$ cat src/rtl/ecc_mem_ctrl_pkg.sv
// Shared types and constants for the ECC memory access sequencer.
package ecc_mem_ctrl_pkg;

    typedef enum logic [2:0] {
        ST_IDLE    = 3'd0,
        ST_SETUP   = 3'd1,
        ST_WR      = 3'd2,
        ST_RD      = 3'd3,
        ST_RECOVER = 3'd4,
        ST_RESP    = 3'd5
    } state_t;

    localparam logic [1:0] CS_UP   = 2'b01;
    localparam logic [1:0] CS_DOWN = 2'b10;
    localparam logic [1:0] CS_IDLE = 2'b11;

    localparam int FLAG_CORR   = 0;
    localparam int FLAG_UNCORR = 1;

endpackage

$ cat src/rtl/sat_counter.sv
// Saturating up-counter; synchronous clear has priority over increment.
module sat_counter #(
    parameter int W = 8
) (
    input  logic         clk,
    input  logic         rst_n,
    input  logic         inc,
    input  logic         clr,
    output logic [W-1:0] count
);

    logic [W-1:0] r_count;

    always_ff @(posedge clk or negedge rst_n) begin
        if (!rst_n) begin
            r_count <= '0;
        end else if (clr) begin
            r_count <= '0;
        end else if (inc && (r_count != '1)) begin
            r_count <= r_count + 1'b1;
        end
    end

    assign count = r_count;

endmodule

$ cat src/rtl/ecc_mem_access_seq.sv
// Sequences single MCU transactions onto the dual-bank ECC memory datapath
// with programmable strobe widths and saturating error statistics.
module ecc_mem_access_seq
    import ecc_mem_ctrl_pkg::*;
#(
    parameter int ADDR_W  = 16,
    parameter int WR_WAIT = 2,
    parameter int RD_WAIT = 3,
    parameter int CNT_W   = 8
) (
    input  logic              clk,
    input  logic              rst_n,
    input  logic              req_valid,
    output logic              req_ready,
    input  logic              req_we,
    input  logic              req_bank,
    input  logic [ADDR_W-1:0] req_addr,
    input  logic [2:0]        req_ecc_sel,
    output logic              rsp_valid,
    output logic [2:0]        rsp_flag,
    output logic [ADDR_W-1:0] mem_addr,
    output logic              dp_write_en_n,
    output logic              dp_output_en_n,
    output logic [1:0]        dp_chip_sel,
    output logic [2:0]        dp_ecc_sel,
    input  logic [2:0]        dp_flag,
    input  logic              cnt_clr,
    output logic [CNT_W-1:0]  err_corr_cnt,
    output logic [CNT_W-1:0]  err_uncorr_cnt,
    output logic              busy
);

    localparam int WAIT_MAX = (WR_WAIT > RD_WAIT) ? WR_WAIT : RD_WAIT;
    localparam int WCNT_W   = $clog2(WAIT_MAX + 1);

    state_t              r_state;
    logic                r_we;
    logic [WCNT_W-1:0]   r_wait;
    logic [2:0]          r_flag_cap;
    logic [ADDR_W-1:0]   r_mem_addr;
    logic                r_write_en_n;
    logic                r_output_en_n;
    logic [1:0]          r_chip_sel;
    logic [2:0]          r_ecc_sel;
    logic                r_rsp_valid;
    logic [2:0]          r_rsp_flag;

    logic                w_rd_resp;
    logic                w_inc_corr;
    logic                w_inc_uncorr;

    always_ff @(posedge clk or negedge rst_n) begin
        if (!rst_n) begin
            r_state       <= ST_IDLE;
            r_we          <= 1'b0;
            r_wait        <= '0;
            r_flag_cap    <= '0;
            r_mem_addr    <= '0;
            r_write_en_n  <= 1'b1;
            r_output_en_n <= 1'b1;
            r_chip_sel    <= CS_IDLE;
            r_ecc_sel     <= '0;
            r_rsp_valid   <= 1'b0;
            r_rsp_flag    <= '0;
        end else begin
            r_rsp_valid <= 1'b0;
            case (r_state)
                ST_IDLE: begin
                    if (req_valid) begin
                        r_we       <= req_we;
                        r_mem_addr <= req_addr;
                        r_chip_sel <= req_bank ? CS_DOWN : CS_UP;
                        r_ecc_sel  <= req_ecc_sel;
                        r_state    <= ST_SETUP;
                    end
                end
                ST_SETUP: begin
                    if (r_we) begin
                        r_wait       <= WCNT_W'(WR_WAIT - 1);
                        r_write_en_n <= 1'b0;
                        r_state      <= ST_WR;
                    end else begin
                        r_wait        <= WCNT_W'(RD_WAIT - 1);
                        r_output_en_n <= 1'b0;
                        r_state       <= ST_RD;
                    end
                end
                ST_WR: begin
                    if (r_wait == '0) begin
                        r_write_en_n <= 1'b1;
                        r_state      <= ST_RECOVER;
                    end else begin
                        r_wait <= r_wait - 1'b1;
                    end
                end
                ST_RD: begin
                    // Decoder flags are valid at the end of the last strobe cycle.
                    if (r_wait == '0) begin
                        r_flag_cap    <= dp_flag;
                        r_output_en_n <= 1'b1;
                        r_state       <= ST_RECOVER;
                    end else begin
                        r_wait <= r_wait - 1'b1;
                    end
                end
                ST_RECOVER: begin
                    r_rsp_valid <= 1'b1;
                    r_rsp_flag  <= r_we ? 3'b000 : r_flag_cap;
                    r_chip_sel  <= CS_IDLE;
                    r_state     <= ST_RESP;
                end
                ST_RESP: begin
                    r_state <= ST_IDLE;
                end
                default: begin
                    r_state <= ST_IDLE;
                end
            endcase
        end
    end

    // Uncorrectable dominates: a word flagged both ways counts only once.
    assign w_rd_resp    = (r_state == ST_RESP) && !r_we;
    assign w_inc_uncorr = w_rd_resp && r_rsp_flag[FLAG_UNCORR];
    assign w_inc_corr   = w_rd_resp && !r_rsp_flag[FLAG_UNCORR] && r_rsp_flag[FLAG_CORR];

    sat_counter #(.W(CNT_W)) u_corr_cnt (
        .clk   (clk),
        .rst_n (rst_n),
        .inc   (w_inc_corr),
        .clr   (cnt_clr),
        .count (err_corr_cnt)
    );

    sat_counter #(.W(CNT_W)) u_uncorr_cnt (
        .clk   (clk),
        .rst_n (rst_n),
        .inc   (w_inc_uncorr),
        .clr   (cnt_clr),
        .count (err_uncorr_cnt)
    );

    assign req_ready      = (r_state == ST_IDLE);
    assign busy           = (r_state != ST_IDLE);
    assign rsp_valid      = r_rsp_valid;
    assign rsp_flag       = r_rsp_flag;
    assign mem_addr       = r_mem_addr;
    assign dp_write_en_n  = r_write_en_n;
    assign dp_output_en_n = r_output_en_n;
    assign dp_chip_sel    = r_chip_sel;
    assign dp_ecc_sel     = r_ecc_sel;

endmodule

$ cat config.mk
export PLATFORM = sky130hd
export DESIGN_NAME = ecc_mem_access_seq
export DESIGN_NICKNAME = d
export VERILOG_FILES = /design/src/rtl/ecc_mem_ctrl_pkg.sv /design/src/rtl/sat_counter.sv /design/src/rtl/ecc_mem_access_seq.sv
export SDC_FILE = /design/constraint.sdc
export NUM_CORES = 1
export LEC_CHECK = 0
export ABC_AREA = 1
export CAP_MARGIN = 25
export CORE_UTILIZATION = 47
export DETAILED_ROUTE_END_ITERATION = 7
export GPL_ROUTABILITY_DRIVEN = 0
export GPL_TIMING_DRIVEN = 0
export HOLD_SLACK_MARGIN = 0.08
export PLACE_DENSITY = 0.9
export REMOVE_ABC_BUFFERS = 1
export SLEW_MARGIN = 40
export SYNTH_ARGS = -nofsm -noshare
export SYNTH_HDL_FRONTEND = slang
export SYNTH_SLANG_ARGS = --single-unit
$ cat constraint.sdc
create_clock -name clk -period 2 [get_ports clk]
set_clock_uncertainty 0.15 [all_clocks]
set_input_delay 0.2 -clock clk [delete_from_list [all_inputs] [get_ports clk]]
set_output_delay 0.2 -clock clk [all_outputs]
set_load 0.02 [all_outputs]
==> results of run 1 <==
[logic make-up (layout without fill, tap and decap cells)]
family	Yosys count	count (layout)
adder cells (fa/ha/maj)	3	3
AO/OA/AOI/OAI	18	18
XOR/XNOR	3	3
buffers and inverters	39	117
AND/OR/NAND/NOR	208	209
flip-flops	52	52
[how the worst max path moves through the flow]
stage / to / cells past startpoint
floorplan: r_we$_DFFE_PN0P_ / 6
global placement: u_uncorr_cnt.count[3]$_DFFE_PN0P_ / 1
detailed placement: dp_chip_sel[1]$_DFFE_PN1P_ / 3
CTS: req_ready / 5
global route: req_ready / 5
finish: req_ready / 5
[repair_timing]
item                                    CTS  global route
pin swaps                                 1             0
buffers inserted                          3             0
endpoints found under the hold margin    48             0
gates cloned                              1             0
gates resized for setup                   5             3
hold buffers                              1             0
endpoints found under the setup margin   24             3
[registers in the layout (all words and copies together) (netlist names)]
register            count
dp_chip_sel             2
dp_ecc_sel              3
dp_output_en_n          1
dp_write_en_n           1
mem_addr               16
r_flag_cap              3
r_state                 3
r_wait                  2
r_we                    1
rsp_flag                3
rsp_valid               1
u_corr_cnt.count        8
u_uncorr_cnt.count      8
[where the power goes]
part	leakage [nW]	internal [mW]	switching (mW)	total [mW]
registers	0.665	1.40	0.223	1.63
clock network	0.0412	0.246	0.353	0.598
logic	0.996	0.786	1.09	1.88
total	1.70	2.43	1.67	4.10
[stage by stage]
step	util (%)	worst slack [ns]
floorplan	-	0.05991
global placement	64.31	-0.9185
detailed placement	64.65	-0.4690
CTS	67.11	0.04112
global route	67.28	0.001377
finish	67.28	0.08155
[critical path, delay by kind of cell, from the launching register on]
kind                   cells  cell delay [ns]
DFF                        1             0.43
buffers and inverters      3             0.51
and+or+nand+nor            2             0.32
[cell type report]
class	instances	area [µm²]	share of cell area, %
sequential	52	1306	37.77
clock buffer	6	72.57	2.098
clock inverter	2	12.51	0.3618
inverter	32	120.1	3.473
multi-input combinational	233	1082	31.30
timing repair buffer	77	777.0	22.47
tap	70	87.58	2.533
[per-layer routing]
metal	part of all wire, %	track usage [%]
met2	48	37.70
met1	44	29.38
met4	0.97	7.819
met3	6.9	7.011
met5	0	0
[layout by cell type, fill, tap and decap left out]
master           count
a21oi_1              8
buf_12               1
buf_4                3
buf_6                1
clkbuf_1             1
clkbuf_8             5
clkdlybuf4s15_2      1
clkdlybuf4s50_1     68
clkinv_1             1
clkinv_2             1
clkinvlp_4           1
dfrtp_1             48
dfstp_2              4
dlygate4sd2_1        1
dlygate4sd3_1        1
dlymetal6s2s_1       1
ha_1                 3
inv_1               29
inv_2                2
nand2_1            118
nand2_2              1
nand3_1             46
nand3_2              2
nand3b_1             2
nand4_1              3
nor2_1              25
nor2_2               4
nor2_4               5
nor3_1               3
o211ai_1             1
o21ai_0              8
o31ai_1              1
xor2_1               3
==> run_results.csv, run 1 <==
group,metric,value,unit
outcome,status,"complete, no violations",
drt,wl_per_cell,12.47,µm
power_and_ir_drop,leakage,1.702,nW
sta,tightest_slew,0.7708,ns
flow_run,maxCapViolations,0,
layout,drive_gt1_share,7.711,%
layout,finalInstanceArea,3458,µm²
setup_path,end_kind,"output port",
power_and_ir_drop,p_total,4.103,mW
placed_design,portBuffers,72,
setup_path,cp_data_arrival_time,1.57,ns
floorplan,core-area,5140,µm²
sta,layout_min_cycle_time,1.918,ns
floorplan,rows,26,
logic_synthesis,synth-edff-count,0,
logic_synthesis,synth_warnings,0,
logic_synthesis,synth-seq-cells,52,
sta,maxSlewViolCount,0,
drt,routed_wl,5888,µm
logic_synthesis,yosys.area.top_type,"dfrtp_1",
logic_synthesis,syn_inst,323,
drt,vias,2374,
clock_network,cts_made_buffers,5,
logic_synthesis,synthDistinctLibCells,22,
floorplan,dieArea,5683,µm²
sta,fin_crit_sh,95.92,%
clock_network,insertion_delay,0.31,ns
clock_network,clk_pin_slew_worst_paths,0.10,ns
sta,tns,0,ns
setup_path,cp-start-kind,"flip-flop",
logic_synthesis,synth_simple_gate_area_share,36.04,%
sta,hold_viol,0,
power_and_ir_drop,power_density,1186,nW/µm²
grt,antenna_found_initial,0,
sta,fin_hold_ws,0.1739,ns
sta,fmax,521.3,MHz
logic_synthesis,async_flop_share,100.0,%
logic_synthesis,synth_compound_area_share,3.757,%
placed_design,dp.cells,459,
setup_path,path_class,"flip-flop to output port",
sta,relSlewSlack,48.53,%
logic_synthesis,avgSynthCellArea,7.836,µm²
setup_path,max_stage_delay,0.43,ns
setup_path,r2r_start,"r_state[1]$_DFFE_PN0P_",
worst_hold_path,hp-class,"input port to asynchronous set/reset pin",
layout,layoutNonFillerInstCount,472,
floorplan,die_width,75.39,µm
drt,firstDrtPassIters,4,
logic_synthesis,synth_top_area_share,47.45,%
clock_network,clock_path_buffers,2,
drt,ant_nets,0,
drt,drc,0,
layout,syn_to_final_growth,36.63,%
grt,grt_pass1_vias,2274,
grt,grtUsageTotal,23.08,%
clock_network,cts_max_level,2,
placed_design,hpwl,4101,µm
grt,grt_start_max_net_pins,30,
setup_path,slowest_stage,"dfrtp_1",
logic_synthesis,synth_top_family_by_area,"simple AND/OR/NAND/NOR gates",
logic_synthesis,synthFlopType,"dfrtp_1",
layout,nets,432,
logic_synthesis,synth_area_leaders,"dfrtp_1 (47%), nand2_1 (18%), nand3_1 (9.1%), inv_1 (4.3%), dfstp_2 (4.2%)",
setup_path,path_max_fanout,7,
logic_synthesis,synth-seq-area-share,51.61,%
floorplan,num_io_pins,73,
sta,grt_setup_unrepaired,"no",
logic_synthesis,synth.most_common_cell,"nand2_1",
floorplan,die_y,75.39,µm
setup_path,worstPathCellList,"nor2_2 > inv_2 > nor2_4 > buf_6 > clkdlybuf4s15_2",
clock_network,cts_root_buf,"clkbuf_8",
setup_path,reg2reg_depth,7,
placed_design,postPlaceCellArea,3323,µm²
power_and_ir_drop,ir_worst_vdd,0.0008608,V
floorplan,initial_utilization,49.25,%
drt,drt_iter0_drc,141,
logic_synthesis,synth_commonest_cells,"nand2_1 (119), dfrtp_1 (48), nand3_1 (46)",
grt,grt_overflow,0,
drt,routed_via_density,5.030,
setup_path,r2r_setup_slack,0.23,ns
layout,nFillCells,443,
logic_synthesis,synthAdderAreaFrac,1.483,%
logic_synthesis,synthMuxAreaShare,0,%
grt,grt_pass1_wl,9873,µm
setup_path,critPathLaunch,"r_state[1]$_DFFE_PN0P_",
clock_network,cts_tree,"built",
sta,finalSetupViolCount,0,
layout,antenna_cells,0,
clock_network,clkSinkCount,52,
setup_path,worstPathRequired,1.65,ns
setup_path,r2r_end,"dp_chip_sel[1]$_DFFE_PN1P_",
logic_synthesis,synth_xor_area_share,1.038,%
logic_synthesis,synth_area,2531,µm²
(Power assumes the default switching activity.)
==> run 2, diff against run 1 <==
CORE_UTILIZATION = 51   (was 47)
CTS_CLUSTER_SIZE = 20   (was unset)
PLACE_DENSITY = 0.95   (was 0.9)
clock period = 2.4 ns   (was 2 ns; I/O delays follow)
==> run 2 against run 1 <==
Effect of this change:
- critical path depth shrank 1
- final cell count is 0.42% lower
- largest cell class unchanged
- cell area rose by 0.18%
==> run_results.csv, run 2 (synthesized netlist as in run 1, its figures left out) <==
group,metric,value,unit
grt,antenna_found_initial,0,
layout,layout_common_cells,"nand2_1 (118), clkdlybuf4s50_1 (71), dfrtp_1 (48)",
setup_path,cp_data_arrival_time,1.92,ns
setup_path,r2r_end,"r_we$_DFFE_PN0P_",
floorplan,dieArea,5249,µm²
sta,tightest_slew,0.8251,ns
drt,drt_iter0_drc,154,
clock_network,clock_path_buffers,2,
placed_design,pre_cts_slack,-0.1194,ns
layout,nFillCells,376,
setup_path,r2r_start,"r_state[1]$_DFFE_PN0P_",
setup_path,reg2reg_depth,6,
layout,nets,433,
sta,tns,0,ns
floorplan,die_y,72.45,µm
placed_design,dp.cells,456,
drt,drc,0,
grt,grt_pass1_wl,10100,µm
power_and_ir_drop,power_frac_clock,15.3,%
setup_path,path_max_fanout,10,
power_and_ir_drop,internal_power,2.071,mW
floorplan,num_io_pins,73,
sta,fmax,433.8,MHz
power_and_ir_drop,leakage,1.707,nW
floorplan,initial_utilization,53.24,%
clock_network,cts_tree,"built",
setup_path,cp-start-kind,"flip-flop",
sta,layout_min_cycle_time,2.305,ns
drt,routed_wl,6194,µm
sta,hold_viol,0,
outcome,status,"complete, no violations",
drt,wl_per_cell,13.18,µm
worst_hold_path,hp-class,"input port to asynchronous set/reset pin",
power_and_ir_drop,seqPwrFrac,39.0,%
setup_path,r2r_setup_slack,0.55,ns
placed_design,postPlaceCellArea,3319,µm²
sta,finalSetupViolCount,0,
grt,grt_start_max_net_pins,41,
layout,regArea,1306,µm²
floorplan,die_width,72.45,µm
clock_network,cts_made_buffers,5,
power_and_ir_drop,pwr-share-comb,45.6,%
power_and_ir_drop,ir_worst_vdd,0.0006884,V
sta,grt_setup_unrepaired,"no",
grt,grtUsageTotal,25.28,%
layout,layoutNonFillerInstCount,470,
sta,setup_ws,0.09488,ns
grt,grt_overflow,0,
clock_network,insertion_delay,0.31,ns
clock_network,cts_root_buf,"clkbuf_8",
floorplan,core-area,4755,µm²
sta,relSlewSlack,44.82,%
power_and_ir_drop,p_sw_share,40.48,%
drt,routed_via_density,5.194,
clock_network,clkSinkCount,52,
layout,finalInstanceArea,3465,µm²
drt,firstDrtPassIters,4,
sta,fin_crit_sh,96.05,%
layout,antenna_cells,0,
layout,largest_reg_flops,16,
floorplan,rows,25,
setup_path,critPathLaunch,"r_state[1]$_DFFE_PN0P_",
setup_path,worstSetupEndpoint,"req_ready",
clock_network,clk_pin_slew_worst_paths,0.09,ns
grt,grt_pass1_vias,2338,
placed_design,portBuffers,72,
layout,multi_input_area,1080,µm²
power_and_ir_drop,p_sw,1.409,mW
layout,syn_to_final_growth,36.88,%
setup_path,path_class,"flip-flop to output port",
sta,maxSlewViolCount,0,
layout,drive_gt1_share,7.692,%
drt,vias,2441,
clock_network,cts_max_level,2,
drt,ant_nets,0,
layout,final_common_cell,"nand2_1",
setup_path,end_kind,"output port",
flow_run,maxCapViolations,0,
placed_design,hpwl,4220,µm
power_and_ir_drop,power_density,1004,nW/µm²
setup_path,worstPathRequired,2.01,ns
run 2: critical path, stage by stage, from the launching register on:
cell	delay (ns)
dfrtp_1	0.42
nor2_1	0.17
inv_2	0.09
nor2_4	0.25
clkdlybuf4s50_1	0.67
run 2: layout make-up:
cell class                      count  share of cell area (%)
Clock buffer                        6                   2.384
Clock inverter                      2                  0.3973
Inverter                           32                   3.467
Multi-Input combinational cell    233                   31.17
Sequential cell                    52                   37.70
Tap cell                           67                   2.420
Timing Repair Buffer               78                   22.46
run 2: power by group through the flow:
| stage | logic, mW | clock network (mW) | registers (mW) |
|---|---|---|---|
| after detailed placement | 1.49 | 0 | 1.36 |
| after global placement | 1.43 | 0 | 1.35 |
| after floorplan | 0.580 | 0 | 1.58 |
| final | 1.59 | 0.533 | 1.36 |
| after global routing | 1.73 | 0.577 | 1.39 |
| after CTS | 1.52 | 0.546 | 1.35 |
run 2: per-layer routing:
metal | track usage, % | share of wire [%] | wire length, µm
met5 | 0 | 0 | 0
met4 | 8.932 | 1.1 | 70
met3 | 7.917 | 7.5 | 466
met2 | 43.51 | 51 | 3156
met1 | 29.83 | 40 | 2501
run 2: how the worst min path moves through the flow:
| stage | end | cells past startpoint | from | slack [ns] |
|---|---|---|---|---|
| floorplan | dp_ecc_sel[0]$_DFFE_PN0P_ | 0 | rst_n | -0.21 |
| global placement | mem_addr[10]$_DFFE_PN0P_ | 2 | mem_addr[10]$_DFFE_PN0P_ | 0.30 |
| detailed placement | u_corr_cnt.count[4]$_DFFE_PN0P_ | 1 | rst_n | -0.05 |
| CTS | u_corr_cnt.count[7]$_DFFE_PN0P_ | 2 | rst_n | 0.16 |
| global route | u_corr_cnt.count[7]$_DFFE_PN0P_ | 2 | rst_n | 0.15 |
| finish | mem_addr[6]$_DFFE_PN0P_ | 2 | rst_n | 0.16 |
run 2: per-stage QoR:
stage	hold slack (ns)	utilization, %	power (mW)
after CTS	0.1569	72.18	3.423
after detailed placement	-0.05057	69.82	2.848
after floorplan	-0.2056	-	2.157
final	0.1614	72.87	3.479
after global routing	0.1542	72.87	3.703
after global placement	0.3049	69.45	2.781
run 2: repair_timing:
item,4_1_cts,5_1_grt
setup endpoints to repair,2,4
resized for setup,0,1
hold buffers,1,0
pin swaps,1,1
hold endpoints to repair,50,0
cloned,1,0
setup buffers,0,4
==> edit 1 (config.mk and constraints of run 2) <==
Set the parameter `ADDR_W` to 15 (it was 16).
--- a/src/rtl/ecc_mem_access_seq.sv
+++ b/src/rtl/ecc_mem_access_seq.sv
@@ -3,7 +3,7 @@
 module ecc_mem_access_seq
     import ecc_mem_ctrl_pkg::*;
 #(
-    parameter int ADDR_W  = 16,
+    parameter int ADDR_W  = 15,
     parameter int WR_WAIT = 2,
     parameter int RD_WAIT = 3,
     parameter int CNT_W   = 8
Interface: changed (resized mem_addr and req_addr); port bits go from 73 to 71. No check against the original RTL was run, so the function may have changed too.
==> edit 1 against run 2 <==
- setup slack improved by 0.021 ns
- clock power rose by 1%
- power fell by 3.8%
- fmax rose by 0.92%
- non-clock buffer count fell by 6
- sequential cell count fell by 1
- wire length fell by 5.6%
- first-iteration DRC count fell by 0.65%
- synthesized area fell by 0.64%
- cell area fell by 1.9%
- largest cell class unchanged
==> edit 1: results (changes against run 2) <==
| Metric | Value |
|---|---|
| Status | `completed` |
| Vias in the first global route | `2298 (-1.7%)` |
| Largest net degree at the start of global routing | `40 (-2.4%)` |
| Synth area leaders | `dfrtp_1 47%, nand2_1 17%, nand3_1 8.8%, nor2_1 4.9%, inv_1 4.5%` |
| Post-synth top cells | `116 x nand2_1, 47 x dfrtp_1, 44 x nand3_1` |
| Vias | `2409 (-1.3%)` |
| Placed cells | `455 (-0.22%)` |
| Syn_area_per_cell | `7.74 sq um (-1.3%)` |
| Starting DRT DRC Count | `153 (-0.65%)` |
| Worst slew pin tran | `0.766 ns (-0.0593 ns)` |
| Layout cells sized above 1 | `0.0678 (-0.00908)` |
| All-Layer GR Usage | `0.243 (-0.00982)` |
| Final nets | `427 (-1.4%)` |
| Slowest stage delay, CP | `0.54 ns (-0.13 ns)` |
| DR WL/cell | `12.6 microns (-4.6%)` |
| Leakage power | `1.69 nW (-1.3%)` |
| Placed cell area | `3280 sq um (-1.3%)` |
| VDD IR max | `706 uV (+2.6%)` |
| Total Wirelength | `5.85 mm (-5.6%)` |
| Crit path DAT | `1.89 ns (-0.03 ns)` |
| P&R area growth vs syn | `35.2%` |
| End of the critical path | `busy` |
| CP Max Fanout | `11 (+1)` |
| Fillers | `351 (-6.6%)` |
| Global-route wire length before repair | `9.78 mm (-3.1%)` |
edit 1: changes by cell type after synthesis, moves of 2 or more:
cell / run 2 / this run
nand3_1: 46 / 44
nor2_1: 26 / 33
nand2_1: 119 / 116
nand3b_1: 2 / 0
o21ai_0: 8 / 11
edit 1: logic make-up (layout without fill, tap and decap cells):
| logic type | Yosys count | in the layout | share of synthesized area |
|---|---|---|---|
| compound gates | 21 | 21 | 0.0453 |
| xor+xnor | 3 | 3 | 0.0104 |
| fa+ha+maj | 3 | 3 | 0.0149 |
| buf+inv | 40 | 112 | 0.0637 |
| flops | 51 | 51 | 0.509 |
| simple gates | 207 | 208 | 0.356 |
edit 1: cell type report:
type,instances,share of cell area
multi-input cells,235,0.318
well taps,67,0.0247
clock buffers,7,0.0283
clock inverters,1,0.00221
repair buffers,72,0.215
flip-flops and latches,51,0.377
inverters,32,0.0353
edit 1: through the flow:
step	worst slack, ns	power [mW]
5_1_grt	0.0114	3.56
2_1_floorplan	0.482	2.12
3_3_place_gp	-0.494	2.72
3_5_place_dp	-0.0663	2.80
4_1_cts	0.0248	3.37
6_report	0.116	3.35
edit 1: routing by layer:
layer	global-route usage	routed length, microns	up-vias
met4	0.107	126	0
met5	0	0	-
li1	-	-	1169
met3	0.0653	351	17
met2	0.415	2950	94
met1	0.287	2410	1129
edit 1: what timing repair did:
action | in CTS | in global routing
endpoints found under the hold margin | 49 | 0
gates resized for setup | 0 | 1
hold buffers | 1 | 0
pin swaps | 1 | 1
gates cloned | 1 | 0
endpoints found under the setup margin | 2 | 2
edit 1: power by group:
part           internal, mW  switching (mW)
combinational         0.601           0.884
clock                 0.263           0.276
sequential             1.15           0.178
total                  2.01            1.34
==> edit 2 (flow settings as in run 2) <==
Made on the original files. Re-encode `state_t` (6 states) as one-hot, 6 bits wide.
--- a/src/rtl/ecc_mem_ctrl_pkg.sv
+++ b/src/rtl/ecc_mem_ctrl_pkg.sv
@@ -1,13 +1,13 @@
 // Shared types and constants for the ECC memory access sequencer.
 package ecc_mem_ctrl_pkg;
 
-    typedef enum logic [2:0] {
-        ST_IDLE    = 3'd0,
-        ST_SETUP   = 3'd1,
-        ST_WR      = 3'd2,
-        ST_RD      = 3'd3,
-        ST_RECOVER = 3'd4,
-        ST_RESP    = 3'd5
+    typedef enum logic [5:0] {
+        ST_IDLE    = 6'b000001,
+        ST_SETUP   = 6'b000010,
+        ST_WR      = 6'b000100,
+        ST_RD      = 6'b001000,
+        ST_RECOVER = 6'b010000,
+        ST_RESP    = 6'b100000
     } state_t;
 
     localparam logic [1:0] CS_UP   = 2'b01;
Behaviour: no difference found for any inputs over 10 cycles, from zero or initial values and one cycle with rst_n low; not proved beyond that.
==> edit 2 against run 2 <==
- worst hold slack worse by 0.0077 ns
- wire length increased by 1.3%
- power rose by 6.5%
- setup slack improved by 0.11 ns
- sequential cell count increased by 3
- core utilization decreased by 2.1 points
- critical path depth up 1
- cell area grew 6.4%
- synthesized area rose by 11%
- sequential power up 7%
- final cell count is 8.7% higher
- critical endpoint is now u_uncorr_cnt.count[4]$_DFFE_PN0P_
- largest power group unchanged
- highest routed layer unchanged
==> edit 2: results (changes against run 2) <==
| Metric | Value |
|---|---|
| Total gr overflow | `0 (unchanged)` |
| YS warnings | `0 (unchanged)` |
| Largest net degree at the start of global routing | `46 (+12%)` |
| Reg2reg start | `r_state[0]$_DFFE_PN1P_` |
| Clock latency on the worst-skew pair | `approximately 0.3 ns` |
| Initial antenna violation count | `0 (unchanged)` |
| Hold WC Path Type | `input pin to async pin` |
| All-Layer GR Usage | `0.234 (-0.0187)` |
| Slew headroom | `0.557 (+0.109)` |
| Seq/Total Area, Yosys | `0.494 (-0.0221)` |
| Via-to-Cell Ratio | `4.98 (-4.0%)` |
| H-Tree Depth | `2 (unchanged)` |
| Status | `completed` |
| Num CTS Buffers | `5 (unchanged)` |
| Starting DRT DRC Count | `117 (-24%)` |
| Final nets | `471 (+8.8%)` |
| Worst Setup SP | `cnt_clr` |
| Clock transition at the registers of the reported paths | `0.10 ns` |
| TritonRoute pass-1 iters | `4 (unchanged)` |
| Critical-path top delay cell | `clkdlybuf4s50_1` |
| CP Max Fanout | `18 (+8)` |
| CP delay by family, top | `buffers and inverters` |
| Asr flop ratio synth | `1.00 (unchanged)` |
| Synth area leaders | `dfrtp_1 45%, nand2_1 22%, nand3_1 6.4%, dfstp_2 4.7%, inv_1 4.7%` |
| Port bufs | `72 (unchanged)` |
| Placed cell area | `3570 sq um (+7.6%)` |
| Setup violations, final | `0 (unchanged)` |
| Global-route wire length before repair | `11.1 mm (+9.6%)` |
| WHS | `0.154 ns (-0.00771 ns)` |
| Crit path DAT | `2.29 ns (+0.37 ns)` |
| Placed cells | `502 (+10%)` |
| Slowest stage delay, CP | `0.89 ns (+0.22 ns)` |
| Syn_area_per_cell | `7.65 sq um (-2.4%)` |
| Post-synth cell types | `23 (+4.5%)` |
| Fillers | `403 (+7.2%)` |
| Leakage power | `1.81 nW (+6.0%)` |
| # Post-CTS Setup Buffers | `0 (unchanged)` |
| Clk buf depth | `2 (unchanged)` |
| Worst R2R Setup Slack | `0.35 ns (-0.20 ns)` |
| VDD IR max | `742 uV (+7.8%)` |
| CTS root buf | `clkbuf_8` |
| Vias in the first global route | `2524 (+8.0%)` |
| DRC Markers | `0 (unchanged)` |
| Total Wirelength | `6.27 mm (+1.3%)` |
| Layout cells sized above 1 | `0.0771 (+0.000174)` |
| Dpl hpwl | `4.57 mm (+8.3%)` |
| Final antenna diode count | `0 (unchanged)` |
| Max FFs per register | `16 (unchanged)` |
| Primary FF master, synth | `dfrtp_1` |
| Post-synth top cells | `167 x nand2_1, 50 x dfrtp_1, 36 x nand3_1` |
| DR WL/cell | `12.3 microns (-6.8%)` |
## edit 2: changes by cell type after synthesis, sizes merged, moves of 2 or more
cell / change
nand2: +53
nand3: -7
nand4: -3
xor2: -3
dfrtp: +2
nor2: +6
inv: +6
a21oi: -8
nor3: -3
xnor2: +2
## edit 2: worst register-to-register path, stage by stage, from the launching register on
cell and delay (ns):
dfstp_2 0.57, inv_2 0.05, nor2_4 0.09, nand3_4 0.09, nor2_4 0.46, inv_2 0.30, nand2_1 0.16, nand2_1 0.07
## edit 2: cell type report
class / instances / area (sq um) / share of cell area
Sequential cell: 55 / 1380 / 0.375
Clock buffer: 7 / 96.3 / 0.0261
Tap cell: 70 / 87.6 / 0.0238
Inverter: 38 / 143 / 0.0387
Multi-Input combinational cell: 266 / 1220 / 0.331
Timing Repair Buffer: 74 / 748 / 0.203
Clock inverter: 1 / 7.51 / 0.00204
## edit 2: worst paths after layout
| check | to | cells after the start |
|---|---|---|
| worst max-delay path | u_uncorr_cnt.count[4]$_DFFE_PN0P_ | 5 |
| worst min-delay path | r_wait[1]$_DFFE_PN0P_ | 2 |
| worst max register to register | dp_ecc_sel[0]$_DFFE_PN0P_ | 7 |
| worst min register to register | mem_addr[3]$_DFFE_PN0P_ | 2 |
| max in group asynchronous | dp_chip_sel[1]$_DFFE_PN1P_ | 3 |
| min in group clk | mem_addr[5]$_DFFE_PN0P_ | 3 |
## edit 2: cells by family (layout without fill, tap and decap cells)
logic type	after synthesis	count (layout)	synth area share
DFF	55	55	0.494
and+or+nand+nor	253	253	0.401
AOI/OAI and AO/OA	8	8	0.0152
xor gates and xnor gates	2	2	0.00626
buffers and inverters	45	120	0.0702
adders and majority gates	3	3	0.0134
## edit 2: report_power, final
part           internal [mW]  switching, mW
Combinational          0.700          0.976
Sequential              1.24          0.220
Clock                  0.263          0.301
Total                   2.21           1.50
## edit 2: per-stage QoR
| stage | worst slack, ns | setup TNS (ns) |
|---|---|---|
| floorplan | 0.662 | 0 |
| global placement | -0.672 | -34.37 |
| finish | 0.201 | 0 |
| detailed placement | -0.0777 | -0.918 |
| global route | 0.0645 | 0 |
| CTS | 0.205 | 0 |
## edit 2: metal layers
metal | up-vias | share of wire | global-route usage
met5 | - | 0 | 0
met4 | 0 | 0.013 | 0.0442
met3 | 8 | 0.045 | 0.0527
met2 | 75 | 0.51 | 0.422
met1 | 1202 | 0.43 | 0.289
li1 | 1262 | - | -
## edit 2: what timing repair did
item / 4_1_cts / 5_1_grt
resized for setup: 0 / 0
hold endpoints to repair: 52 / 0
hold buffers: 1 / 0
